$ cat src/rtl/vend_pkg.sv
// Shared types for the vending transaction controller: FSM states, coin codes, coin value decode.
package vend_pkg;
    typedef enum logic [1:0] {
        IDLE     = 2'd0,
        CREDIT   = 2'd1,
        DISPENSE = 2'd2,
        CHANGE   = 2'd3
    } state_t;

    localparam logic [1:0] COIN_5  = 2'b01;
    localparam logic [1:0] COIN_10 = 2'b10;

    // Value in 5-unit coins; 0 marks an invalid code.
    function automatic logic [1:0] coin_units(input logic [1:0] code);
        case (code)
            COIN_5:  return 2'd1;
            COIN_10: return 2'd2;
            default: return 2'd0;
        endcase
    endfunction
endpackage

$ cat src/rtl/vend_txn_controller_if.sv
// Front-panel and driver handshake bundle; slave is the controller, master is the panel/driver side.
interface vend_txn_controller_if #(
    parameter int N_PROD   = 4,
    parameter int CREDIT_W = 4,
    parameter int ID_W     = (N_PROD > 1) ? $clog2(N_PROD) : 1
);
    logic                coin_valid;
    logic [1:0]          in;
    logic                coin_accept;
    logic                coin_reject;
    logic                sel_valid;
    logic [ID_W-1:0]     sel_id;
    logic [N_PROD-1:0]   stock_empty;
    logic                cancel;
    logic                sel_err;
    logic                disp_req;
    logic [ID_W-1:0]     disp_id;
    logic                disp_ack;
    logic                chg_req;
    logic                chg_ack;
    logic [CREDIT_W-1:0] credit;
    logic                busy;

    modport master (
        output coin_valid, in, sel_valid, sel_id, stock_empty, cancel, disp_ack, chg_ack,
        input  coin_accept, coin_reject, sel_err, disp_req, disp_id, chg_req, credit, busy
    );
    modport slave (
        input  coin_valid, in, sel_valid, sel_id, stock_empty, cancel, disp_ack, chg_ack,
        output coin_accept, coin_reject, sel_err, disp_req, disp_id, chg_req, credit, busy
    );
endinterface

$ cat src/rtl/vend_idle_timer.sv
// Idle watchdog: counts enabled, event-free cycles and flags the TIMEOUT-th one.
module vend_idle_timer #(
    parameter int TIMEOUT = 1000
) (
    input  logic clk,
    input  logic rst,
    input  logic clear,
    input  logic enable,
    output logic expire
);
    localparam int W = $clog2(TIMEOUT);
    localparam logic [W-1:0] LAST = W'(TIMEOUT - 1);

    logic [W-1:0] cnt;

    always_ff @(posedge clk) begin
        if (!rst || clear || !enable)
            cnt <= '0;
        else if (cnt != LAST)
            cnt <= cnt + 1'b1;
    end

    assign expire = enable && !clear && (cnt == LAST);
endmodule

$ cat src/rtl/vend_txn_controller.sv
// Vending transaction sequencer: credit keeping, product selection, dispense and change handshakes.
module vend_txn_controller
    import vend_pkg::*;
#(
    parameter int                          N_PROD     = 4,
    parameter int                          CREDIT_W   = 4,
    parameter int                          MAX_CREDIT = 8,
    parameter logic [N_PROD*CREDIT_W-1:0]  PRICES     = {4'd6, 4'd5, 4'd4, 4'd3},
    parameter int                          TIMEOUT    = 1000
) (
    input logic                  clk,
    input logic                  rst,
    vend_txn_controller_if.slave bus
);
    localparam int ID_W = (N_PROD > 1) ? $clog2(N_PROD) : 1;
    localparam logic [CREDIT_W:0] MAX_C = (CREDIT_W + 1)'(MAX_CREDIT);

    state_t              state, state_n;
    logic [CREDIT_W-1:0] credit_n, price;
    logic [CREDIT_W:0]   coin_sum;
    logic [ID_W-1:0]     disp_id_n;
    logic                sel_ok, coin_ok, expire, acc_n, rej_n, err_n;

    vend_idle_timer #(.TIMEOUT(TIMEOUT)) u_timer (
        .clk    (clk),
        .rst    (rst),
        .clear  (bus.coin_valid | bus.sel_valid | bus.cancel),
        .enable (state == CREDIT),
        .expire (expire)
    );

    assign price    = PRICES[bus.sel_id*CREDIT_W +: CREDIT_W];
    assign sel_ok   = (int'(bus.sel_id) < N_PROD) && !bus.stock_empty[bus.sel_id] && (bus.credit >= price);
    assign coin_sum = {1'b0, bus.credit} + (CREDIT_W + 1)'(coin_units(bus.in));
    assign coin_ok  = (coin_units(bus.in) != 2'd0) && (coin_sum <= MAX_C);

    always_comb begin
        state_n   = state;
        credit_n  = bus.credit;
        disp_id_n = bus.disp_id;
        acc_n     = 1'b0;
        rej_n     = 1'b0;
        err_n     = 1'b0;
        case (state)
            IDLE, CREDIT: begin
                if (bus.cancel && state == CREDIT) begin
                    state_n = CHANGE;
                    rej_n   = bus.coin_valid;
                end else if (bus.sel_valid && sel_ok) begin
                    // Select is judged on pre-coin credit and takes priority over a same-cycle coin.
                    credit_n  = bus.credit - price;
                    disp_id_n = bus.sel_id;
                    state_n   = DISPENSE;
                    rej_n     = bus.coin_valid;
                end else begin
                    err_n = bus.sel_valid;
                    if (bus.coin_valid) begin
                        if (coin_ok) begin
                            credit_n = coin_sum[CREDIT_W-1:0];
                            acc_n    = 1'b1;
                            state_n  = CREDIT;
                        end else begin
                            rej_n = 1'b1;
                        end
                    end else if (expire) begin
                        state_n = CHANGE;
                    end
                end
            end
            DISPENSE: begin
                rej_n = bus.coin_valid;
                if (bus.disp_ack)
                    state_n = (bus.credit != '0) ? CHANGE : IDLE;
            end
            CHANGE: begin
                rej_n = bus.coin_valid;
                if (bus.chg_ack) begin
                    credit_n = bus.credit - CREDIT_W'(1);
                    if (bus.credit == CREDIT_W'(1))
                        state_n = IDLE;
                end
            end
            default: state_n = IDLE;
        endcase
    end

    always_ff @(posedge clk) begin
        if (!rst) begin
            state           <= IDLE;
            bus.credit      <= '0;
            bus.disp_id     <= '0;
            bus.disp_req    <= 1'b0;
            bus.chg_req     <= 1'b0;
            bus.busy        <= 1'b0;
            bus.coin_accept <= 1'b0;
            bus.coin_reject <= 1'b0;
            bus.sel_err     <= 1'b0;
        end else begin
            state           <= state_n;
            bus.credit      <= credit_n;
            bus.disp_id     <= disp_id_n;
            bus.disp_req    <= (state_n == DISPENSE);
            bus.chg_req     <= (state_n == CHANGE);
            bus.busy        <= (state_n == DISPENSE) || (state_n == CHANGE);
            bus.coin_accept <= acc_n;
            bus.coin_reject <= rej_n;
            bus.sel_err     <= err_n;
        end
    end

    // Balance must stay within the register's legal range and change is never requested on empty credit.
    always_ff @(posedge clk) begin
        if (rst) begin
            assert ({1'b0, bus.credit} <= MAX_C);
            assert (!(bus.chg_req && bus.credit == '0));
        end
    end
endmodule

$ cat src/flat_wrapper.sv
// flat-port wrapper written by rule: the top's interface ports become plain ports
module vend_txn_controller_flat import vend_pkg::*;
#(
    parameter int                          N_PROD     = 4,
    parameter int                          CREDIT_W   = 4,
    parameter int                          MAX_CREDIT = 8,
    parameter logic [N_PROD*CREDIT_W-1:0]  PRICES     = {4'd6, 4'd5, 4'd4, 4'd3},
    parameter int                          TIMEOUT    = 1000
)
  (clk, rst, bus_coin_valid, bus_in, bus_sel_valid, bus_sel_id, bus_stock_empty, bus_cancel, bus_disp_ack, bus_chg_ack, bus_coin_accept, bus_coin_reject, bus_sel_err, bus_disp_req, bus_disp_id, bus_chg_req, bus_credit, bus_busy);
  vend_txn_controller_if #(.N_PROD(N_PROD), .CREDIT_W(CREDIT_W)) bus_i ();
  input logic clk;
  input logic rst;
  input wire logic [$bits(bus_i.coin_valid)-1:0] bus_coin_valid;
  input wire logic [$bits(bus_i.in)-1:0] bus_in;
  input wire logic [$bits(bus_i.sel_valid)-1:0] bus_sel_valid;
  input wire logic [$bits(bus_i.sel_id)-1:0] bus_sel_id;
  input wire logic [$bits(bus_i.stock_empty)-1:0] bus_stock_empty;
  input wire logic [$bits(bus_i.cancel)-1:0] bus_cancel;
  input wire logic [$bits(bus_i.disp_ack)-1:0] bus_disp_ack;
  input wire logic [$bits(bus_i.chg_ack)-1:0] bus_chg_ack;
  output wire logic [$bits(bus_i.coin_accept)-1:0] bus_coin_accept;
  output wire logic [$bits(bus_i.coin_reject)-1:0] bus_coin_reject;
  output wire logic [$bits(bus_i.sel_err)-1:0] bus_sel_err;
  output wire logic [$bits(bus_i.disp_req)-1:0] bus_disp_req;
  output wire logic [$bits(bus_i.disp_id)-1:0] bus_disp_id;
  output wire logic [$bits(bus_i.chg_req)-1:0] bus_chg_req;
  output wire logic [$bits(bus_i.credit)-1:0] bus_credit;
  output wire logic [$bits(bus_i.busy)-1:0] bus_busy;
  assign bus_i.coin_valid = bus_coin_valid;
  assign bus_i.in = bus_in;
  assign bus_i.sel_valid = bus_sel_valid;
  assign bus_i.sel_id = bus_sel_id;
  assign bus_i.stock_empty = bus_stock_empty;
  assign bus_i.cancel = bus_cancel;
  assign bus_i.disp_ack = bus_disp_ack;
  assign bus_i.chg_ack = bus_chg_ack;
  assign bus_coin_accept = bus_i.coin_accept;
  assign bus_coin_reject = bus_i.coin_reject;
  assign bus_sel_err = bus_i.sel_err;
  assign bus_disp_req = bus_i.disp_req;
  assign bus_disp_id = bus_i.disp_id;
  assign bus_chg_req = bus_i.chg_req;
  assign bus_credit = bus_i.credit;
  assign bus_busy = bus_i.busy;
  vend_txn_controller #(.N_PROD(N_PROD), .CREDIT_W(CREDIT_W), .MAX_CREDIT(MAX_CREDIT), .PRICES(PRICES), .TIMEOUT(TIMEOUT)) u_core (.clk(clk), .rst(rst), .bus(bus_i));
endmodule
$ cat config.mk
export PLATFORM = sky130hd
export DESIGN_NAME = vend_txn_controller_flat
export DESIGN_NICKNAME = d
export VERILOG_FILES = /design/src/rtl/vend_pkg.sv /design/src/rtl/vend_txn_controller_if.sv /design/src/rtl/vend_idle_timer.sv /design/src/rtl/vend_txn_controller.sv /design/src/flat_wrapper.sv
export SDC_FILE = /design/constraint.sdc
export NUM_CORES = 1
export LEC_CHECK = 0
export ABC_CLOCK_PERIOD_IN_PS = 2700
export CAP_MARGIN = 20
export CORE_ASPECT_RATIO = 1.1
export CORE_MARGIN = 2
export CORE_UTILIZATION = 31
export DETAILED_ROUTE_END_ITERATION = 16
export HOLD_SLACK_MARGIN = 0.15
export PLACE_DENSITY = 0.55
export SLEW_MARGIN = 10
export SYNTH_ARGS = -nofsm -noshare
export SYNTH_HDL_FRONTEND = slang
export SYNTH_SLANG_ARGS = --single-unit
export TNS_END_PERCENT = 5
$ cat constraint.sdc
create_clock -name clk -period 2.7 [get_ports clk]
set_input_delay 0.405 -clock clk [delete_from_list [all_inputs] [get_ports clk]]
set_output_delay 0.405 -clock clk [all_outputs]
set_load 0.01 [all_outputs]
==> results of run 1 <==
-- state kept, by name, indices dropped and copies added, names as in the netlist --
| register | count |
|---|---|
| u_core.bus.sel_err | 1 |
| u_core.state | 2 |
| u_core.bus.coin_reject | 1 |
| u_core.bus.disp_id | 2 |
| u_core.bus.disp_req | 1 |
| u_core.u_timer.cnt | 10 |
| u_core.bus.busy | 1 |
| u_core.bus.chg_req | 1 |
| u_core.bus.coin_accept | 1 |
| u_core.bus.credit | 4 |
-- per-layer routing --
layer / wire, um / GRT usage (%) / vias to the layer above
li1: - / - / 694
met1: 1610 / 17.2 / 630
met2: 1680 / 23.5 / 15
met3: 59 / 1.71 / 6
met4: 55 / 5.00 / 0
met5: 0 / 0 / -
-- power breakdown --
| part | leakage [nW] | total (mW) | internal [mW] | switching [mW] |
|---|---|---|---|---|
| logic | 0.616 | 0.410 | 0.218 | 0.192 |
| clock network | 0.0357 | 0.321 | 0.198 | 0.122 |
| registers | 0.195 | 0.422 | 0.383 | 0.0390 |
-- cell type report --
cell class	instances	area share (%)
timing repair buffer	45	19.4
clock buffer	3	1.99
clock inverter	1	1.45
tap	56	3.38
inverter	9	1.63
multi-input combinational	133	48.9
sequential	24	23.2
-- worst reg2reg max path, stage by stage, from the launching register on --
cell      delay [ns]
dfxtp_1         0.36
inv_1           0.13
ha_1            0.15
inv_1           0.06
fa_2            0.35
a211oi_2        0.28
a211o_4         0.20
nor2_1          0.05
a221oi_2        0.24
a21oi_1         0.06
o311a_1         0.29
-- worst paths after layout --
check / slack [ns] / depth (start not counted) / endpoint
max: 0.09 / 11 / u_core.bus.credit[3]
max reg2reg: 0.41 / 10 / u_core.bus.credit[3]
min: 0.51 / 2 / u_core.u_timer.cnt[6]
min reg2reg: 0.51 / 2 / u_core.u_timer.cnt[6]
-- Yosys cell counts, types with 3 or more instances --
| cell type | count | area [um^2] |
|---|---|---|
| and3_1 | 8 | 50.1 |
| nor3_1 | 3 | 15.0 |
| nor2_1 | 16 | 60.1 |
| mux2i_1 | 3 | 30.0 |
| nand2_1 | 17 | 63.8 |
| nor2b_1 | 4 | 25.0 |
| a21oi_1 | 9 | 45.0 |
| xor2_1 | 6 | 52.6 |
| xnor2_1 | 3 | 26.3 |
| ha_1 | 12 | 150 |
| inv_1 | 9 | 33.8 |
| and2_1 | 4 | 25.0 |
| dfxtp_1 | 24 | 480 |
| nand3_1 | 9 | 45.0 |
| o211ai_1 | 3 | 22.5 |
-- cell families after synthesis --
| kind of cell | Yosys count | synth area share [%] |
|---|---|---|
| buffers and inverters | 13 | 3.66 |
| muxes | 5 | 4.24 |
| adders and majority gates | 14 | 12.6 |
| DFF | 24 | 31.9 |
| AOI/OAI and AO/OA | 34 | 18.7 |
| xor gates and xnor gates | 9 | 5.24 |
| and+or+nand+nor | 71 | 23.6 |
-- what timing repair did --
action	CTS	global route
setup buffers	0	1
setup endpoints to repair	0	7
hold buffers	0	0
gates resized for setup	0	8
==> impl_results.md, run 1 <==
* Worst clock skew at 0.00275 ns
* Minimum clock period at 2.61 ns
* Capturing element type of the critical path: register
* Worst slack, placed at -0.277 ns
* Die extent in y at 77.1 um
* WP data arrival at 2.78 ns
* Post-DP HPWL at 2.69 mm
* Tcrit/Tclk final at 96.8%
* Sink Count at 24
* Setup TNS at 0 ns
* Core Box Area at 0.00465 mm^2
* Commonest non-fill, non-tap cells in the layout: clkdlybuf4s50_1, dfxtp_1, buf_4
* Count of state elements after synthesis at 24
* DRT iter0 DRCs at 36
* Fin nets at 245
* Post-Place Cell Area at 0.00195 mm^2
* Port Buffers at 26
* Finished Cell Area at 0.00207 mm^2
* Vias post-DR at 1,345
* Full die area at 0.00543 mm^2
* First-pass GRT wire length at 6.04 mm
* Setup Viol. Count Final at 0
* Cells after synthesis at 170
* Remaining DRCs at 0
* Row cnt at 26
* Layout cell share with drive strength beyond 1 at 19.1%
* PwrDens at 556 mW/mm^2
* Yosys cell types at 47
* Largest net degree at the start of global routing at 15
* WP data required at 2.86 ns
* Leakage at 0.847 nW
* Slew @ Worst Pin at 0.471 ns
* Multi-input logic area at 0.00101 mm^2
* Max Cap Violations at 0
* Crit-path slowest cell: clkdlybuf4s50_1
* Crit-path cells: clkdlybuf4s50_1 -> inv_1 -> ha_1 -> ha_1 -> fa_2 -> xor2_2 -> nor3_2 -> o211a_4 -> o21ai_4 -> or2b_1 -> o311a_1
* Layout fillers at 481
* Slew Limit Fails at 0
* Worst VDD drop at 0.295 mV
* H-tree depth at 1
* Post-Syn Nets at 199
* Vias per inst at 4.96
* Buf/Inv on CP at 2
* Total grt overflow at 0
* Syn_area_per_cell at 8.85 um^2
* Top cell family by delay on the critical path: adder cells
* Critical Path Source Type: input port
* Hold Violations, Final at 0
* Avg WL per Cell at 12.6 um
* Hold Path Origin: u_core.u_timer.cnt[6]
* CTS tree: yes
* Num CTS Buffers at 3
* Ys async rst share at 0%
* WHS at 0.510 ns
* Power Total at 1.15 mW
* Antenna viol nets, final at 0
* Worst-Skew Late Latency at 0.27 ns
* Max transition margin at 68.5%
* Critical Path Max Stage Delay at 0.47 ns
* Num ports at 27
* Initial antenna violation count at 0
* Total length of routed wires at 3.40 mm
* Total global routing track utilization at 13.6%
* Critical path class: in2reg
* Ys flop type: dfxtp_1
* Outcome: finished clean
* GPL Wtd Cong at 0.774
* Commonest non-fill, non-tap cell in the layout: clkdlybuf4s50_1
* Hold Crit Class: reg2reg
* Most used cell, CP: ha_1
* Final core occ at 44.5%
* Seq. cell area at 480 um^2
* CP max FO at 4
* Fin worst setup slack at 0.0856 ns
* Worst setup startpoint: bus_in[1]
* Inst Count DP at 266
* CTS Buffer Depth at 2
* Clk pin slew, worst setup/hold paths at 0.09 ns
* Synthesized area at 0.00151 mm^2
* Number of global-route vias before repair at 1,368
* DIE WIDTH at 70.4 um
* CTS root buf: clkbuf_8
* Starting Density at 32.4%
* Ys Warns at 0
* EDFF count, synth at 0
* Register area share after synthesis at 31.9%
* Final Non-Filler Cells at 271
* Diodes inserted at 0
* Reg2Reg Launch Point: u_core.bus.credit[0]
* DRT Pass-1 Iters at 4
* Area grow syn2layout at 37.7%
* Max Freq at 0.382 GHz
Note: power is estimated with default switching activity, not from simulation.
==> inputs of run 2 (changes only) <==
Settings changed: ABC_CLOCK_PERIOD_IN_PS 2700 to 2730.
Clock period 2.7 ns to 2.73 ns, I/O delays scaled along.
==> run 2 against run 1 <==
Effect of this change: sequential power is essentially flat; combinational power about the same; critical path depth unchanged; critical path type unchanged; largest cell class unchanged; largest power group unchanged.
==> impl_results.md, run 2 (same netlist as run 1, synthesis figures left out) <==
* Seq pwr share at 36.8% (was 36.6%)
* Hold Path Origin: u_core.u_timer.cnt[6] (unchanged)
* Diodes inserted at 0 (unchanged)
* WHS Path Cells at 2 (unchanged)
* Met3 WL at 93 um (was 59 um)
* Setup Viol. Count Final at 0 (unchanged)
* WP data required at 2.88 ns (was 2.86 ns)
* Critical path class: in2reg (unchanged)
* Worst R2R Setup Slack at 0.32 ns (was 0.41 ns)
* Top routing layer in use: met4 (unchanged)
* Layout cell share with drive strength beyond 1 at 18.5% (was 19.1%)
* Setup TNS at 0 ns (unchanged)
* Critical Path Source Type: input port (unchanged)
* CTS root buf: clkbuf_8 (unchanged)
* Tcrit/Tclk final at 95.6%
* Fin nets at 246 (was 245)
* Worst VDD drop at 0.266 mV (was 0.295 mV)
* Total grt overflow at 0 (unchanged)
* Net Sw Power at 346 uW (was 353 uW)
* R2r endpoint: u_core.bus.credit[3] (unchanged)
* Commonest non-fill, non-tap cell in the layout: clkdlybuf4s50_1 (unchanged)
* Power Total at 1.14 mW (was 1.15 mW)
* Initial antenna violation count at 0 (unchanged)
* Hold Path End: u_core.u_timer.cnt[6] (unchanged)
* Worst R2R Path Depth at 11 (was 10)
* Commonest non-fill, non-tap cells in the layout: clkdlybuf4s50_1, dfxtp_1, buf_4 (unchanged)
* Num CTS Buffers at 3 (unchanged)
* Sink Count at 24 (unchanged)
* Area grow syn2layout at 37.8% (was 37.7%)
* First-pass GRT wire length at 5.50 mm (was 6.04 mm)
* Reg2Reg Launch Point: u_core.bus.credit[0] (unchanged)
* Hold buffer count at cts at 0 (unchanged)
* Net Sw Frac at 30.3% (was 30.6%)
* WHS at 0.513 ns (was 0.510 ns)
* Hold Crit Class: reg2reg (unchanged)
* Layout fillers at 487 (was 481)
* Unrepaired setup endpoints after global routing: false
* Clk pin slew, worst setup/hold paths at 0.08 ns (was 0.09 ns)
* Total length of routed wires at 3.38 mm (was 3.40 mm)
* DRT Pass-1 Iters at 4 (unchanged)
* DRT iter0 DRCs at 26 (was 36)
* Port Buffers at 26 (unchanged)
* Die extent in y at 77.1 um (unchanged)
* Starting Density at 32.4% (unchanged)
* Slew Limit Fails at 0 (unchanged)
* Max Freq at 0.383 GHz
* Biggest regs: u_core.u_timer.cnt: 10 flops, u_core.bus.credit: 4 flops (unchanged)
* Combinational power share at 36.0% (was 35.5%)
* Remaining DRCs at 0 (unchanged)
* Slew @ Worst Pin at 0.436 ns (was 0.471 ns)
* PwrDens at 550 mW/mm^2 (was 556 mW/mm^2)
* Final Non-Filler Cells at 272 (was 271)
* Outcome: finished clean (unchanged)
* Total global routing track utilization at 12.6% (was 13.6%)
* Leakage at 0.854 nW (was 0.847 nW)
* Finished Cell Area at 0.00207 mm^2 (about the same)
* Most flops, register: u_core.u_timer.cnt (unchanged)
* Full die area at 0.00543 mm^2 (unchanged)
* Inst Count DP at 266 (unchanged)
* Routed length on met2 at 1.70 mm (was 1.68 mm)
* Antenna viol nets, final at 0 (unchanged)
* Worst-Skew Late Latency at 0.26 ns (was 0.27 ns)
* Clk pwr share at 27.2% (was 27.8%)
* Post-Place Cell Area at 0.00195 mm^2 (unchanged)
* CTS Buffer Depth at 2 (unchanged)
* Worst slack, placed at -0.289 ns (was -0.277 ns)
* Post-DP HPWL at 2.69 mm (about the same)
* Vias per inst at 4.90 (was 4.96)
* Capturing element type of the critical path: register (unchanged)
* Worst clock skew at 0.00744 ns (was 0.00275 ns)
* GPL Wtd Cong at 0.761 (was 0.774)
* CP max FO at 5 (was 4)
* WP data arrival at 2.76 ns (was 2.78 ns)
* CTS tree: yes (unchanged)
* Max Cap Violations at 0 (unchanged)
* Max transition margin at 70.9% (was 68.5%)
* DIE WIDTH at 70.4 um (unchanged)
* Avg WL per Cell at 12.4 um (was 12.6 um)
* H-tree depth at 1 (unchanged)
* Largest net degree at the start of global routing at 15 (unchanged)
* Final core occ at 44.6% (was 44.5%)
* Number of global-route vias before repair at 1,248 (was 1,368)
* Core Box Area at 0.00465 mm^2 (unchanged)
* Vias post-DR at 1,334 (was 1,345)
* Num ports at 27 (unchanged)
* Hold Violations, Final at 0 (unchanged)
* Largest register FFs at 10 (unchanged)
* Power Internal at 795 uW (was 799 uW)
* Wire length on met1 at 1.55 mm (was 1.61 mm)
* Fin worst setup slack at 0.120 ns (was 0.0856 ns)
* Minimum clock period at 2.61 ns
* Row cnt at 26 (unchanged)
[run 2: repair_timing]
action	in CTS	in global routing
buffers inserted	1	1
endpoints found under the setup margin	1	6
endpoints found under the hold margin	0	0
resized for setup	1	6
pin swaps	2	5
[run 2: worst max-delay path by stage]
stage | startpoint | cells past startpoint | slack [ns] | end
6_report | bus_in[1] | 11 | 0.12 | u_core.bus.credit[3]
5_1_grt | bus_sel_id[0] | 10 | 0.02 | u_core.bus.credit[3]
4_1_cts | bus_sel_id[0] | 10 | 0.03 | u_core.bus.credit[3]
3_5_place_dp | bus_sel_id[0] | 10 | -0.29 | u_core.bus.credit[3]
3_3_place_gp | bus_in[1] | 11 | -0.22 | u_core.bus.credit[3]
2_1_floorplan | bus_sel_id[0] | 9 | 0.21 | u_core.bus.credit[3]
[run 2: worst max-delay path, stage by stage]
cell,delay [ns]
clkdlybuf4s50_1,0.47
inv_1,0.04
ha_1,0.17
ha_1,0.21
fa_2,0.37
xor2_2,0.21
nor3_2,0.07
o211a_4,0.25
o21ai_4,0.20
or2b_1,0.25
o311a_1,0.11
[run 2: cell type report]
class                           instances  area [um^2]  share of cell area (%)
Multi-Input combinational cell        133         1010                    48.6
Timing Repair Buffer                   46          410                    19.8
Tap cell                               56         70.1                    3.38
Inverter                                9         33.8                    1.63
Sequential cell                        24          480                    23.2
Clock inverter                          1         30.0                    1.45
Clock buffer                            3         41.3                    1.99
[run 2: routing by layer]
layer / track usage (%) / up-vias
met3: 1.97 / 2
met4: 3.46 / 0
met2: 22.3 / 16
li1: - / 694
met5: 0 / -
met1: 15.5 / 622
[run 2: power by group through the flow]
stage / Clock [mW] / Sequential (mW) / Combinational (mW)
5_1_grt: 0.330 / 0.425 / 0.453
2_1_floorplan: 0 / 0.422 / 0.219
3_5_place_dp: 0 / 0.425 / 0.389
4_1_cts: 0.320 / 0.418 / 0.393
6_report: 0.310 / 0.420 / 0.411
3_3_place_gp: 0 / 0.427 / 0.389
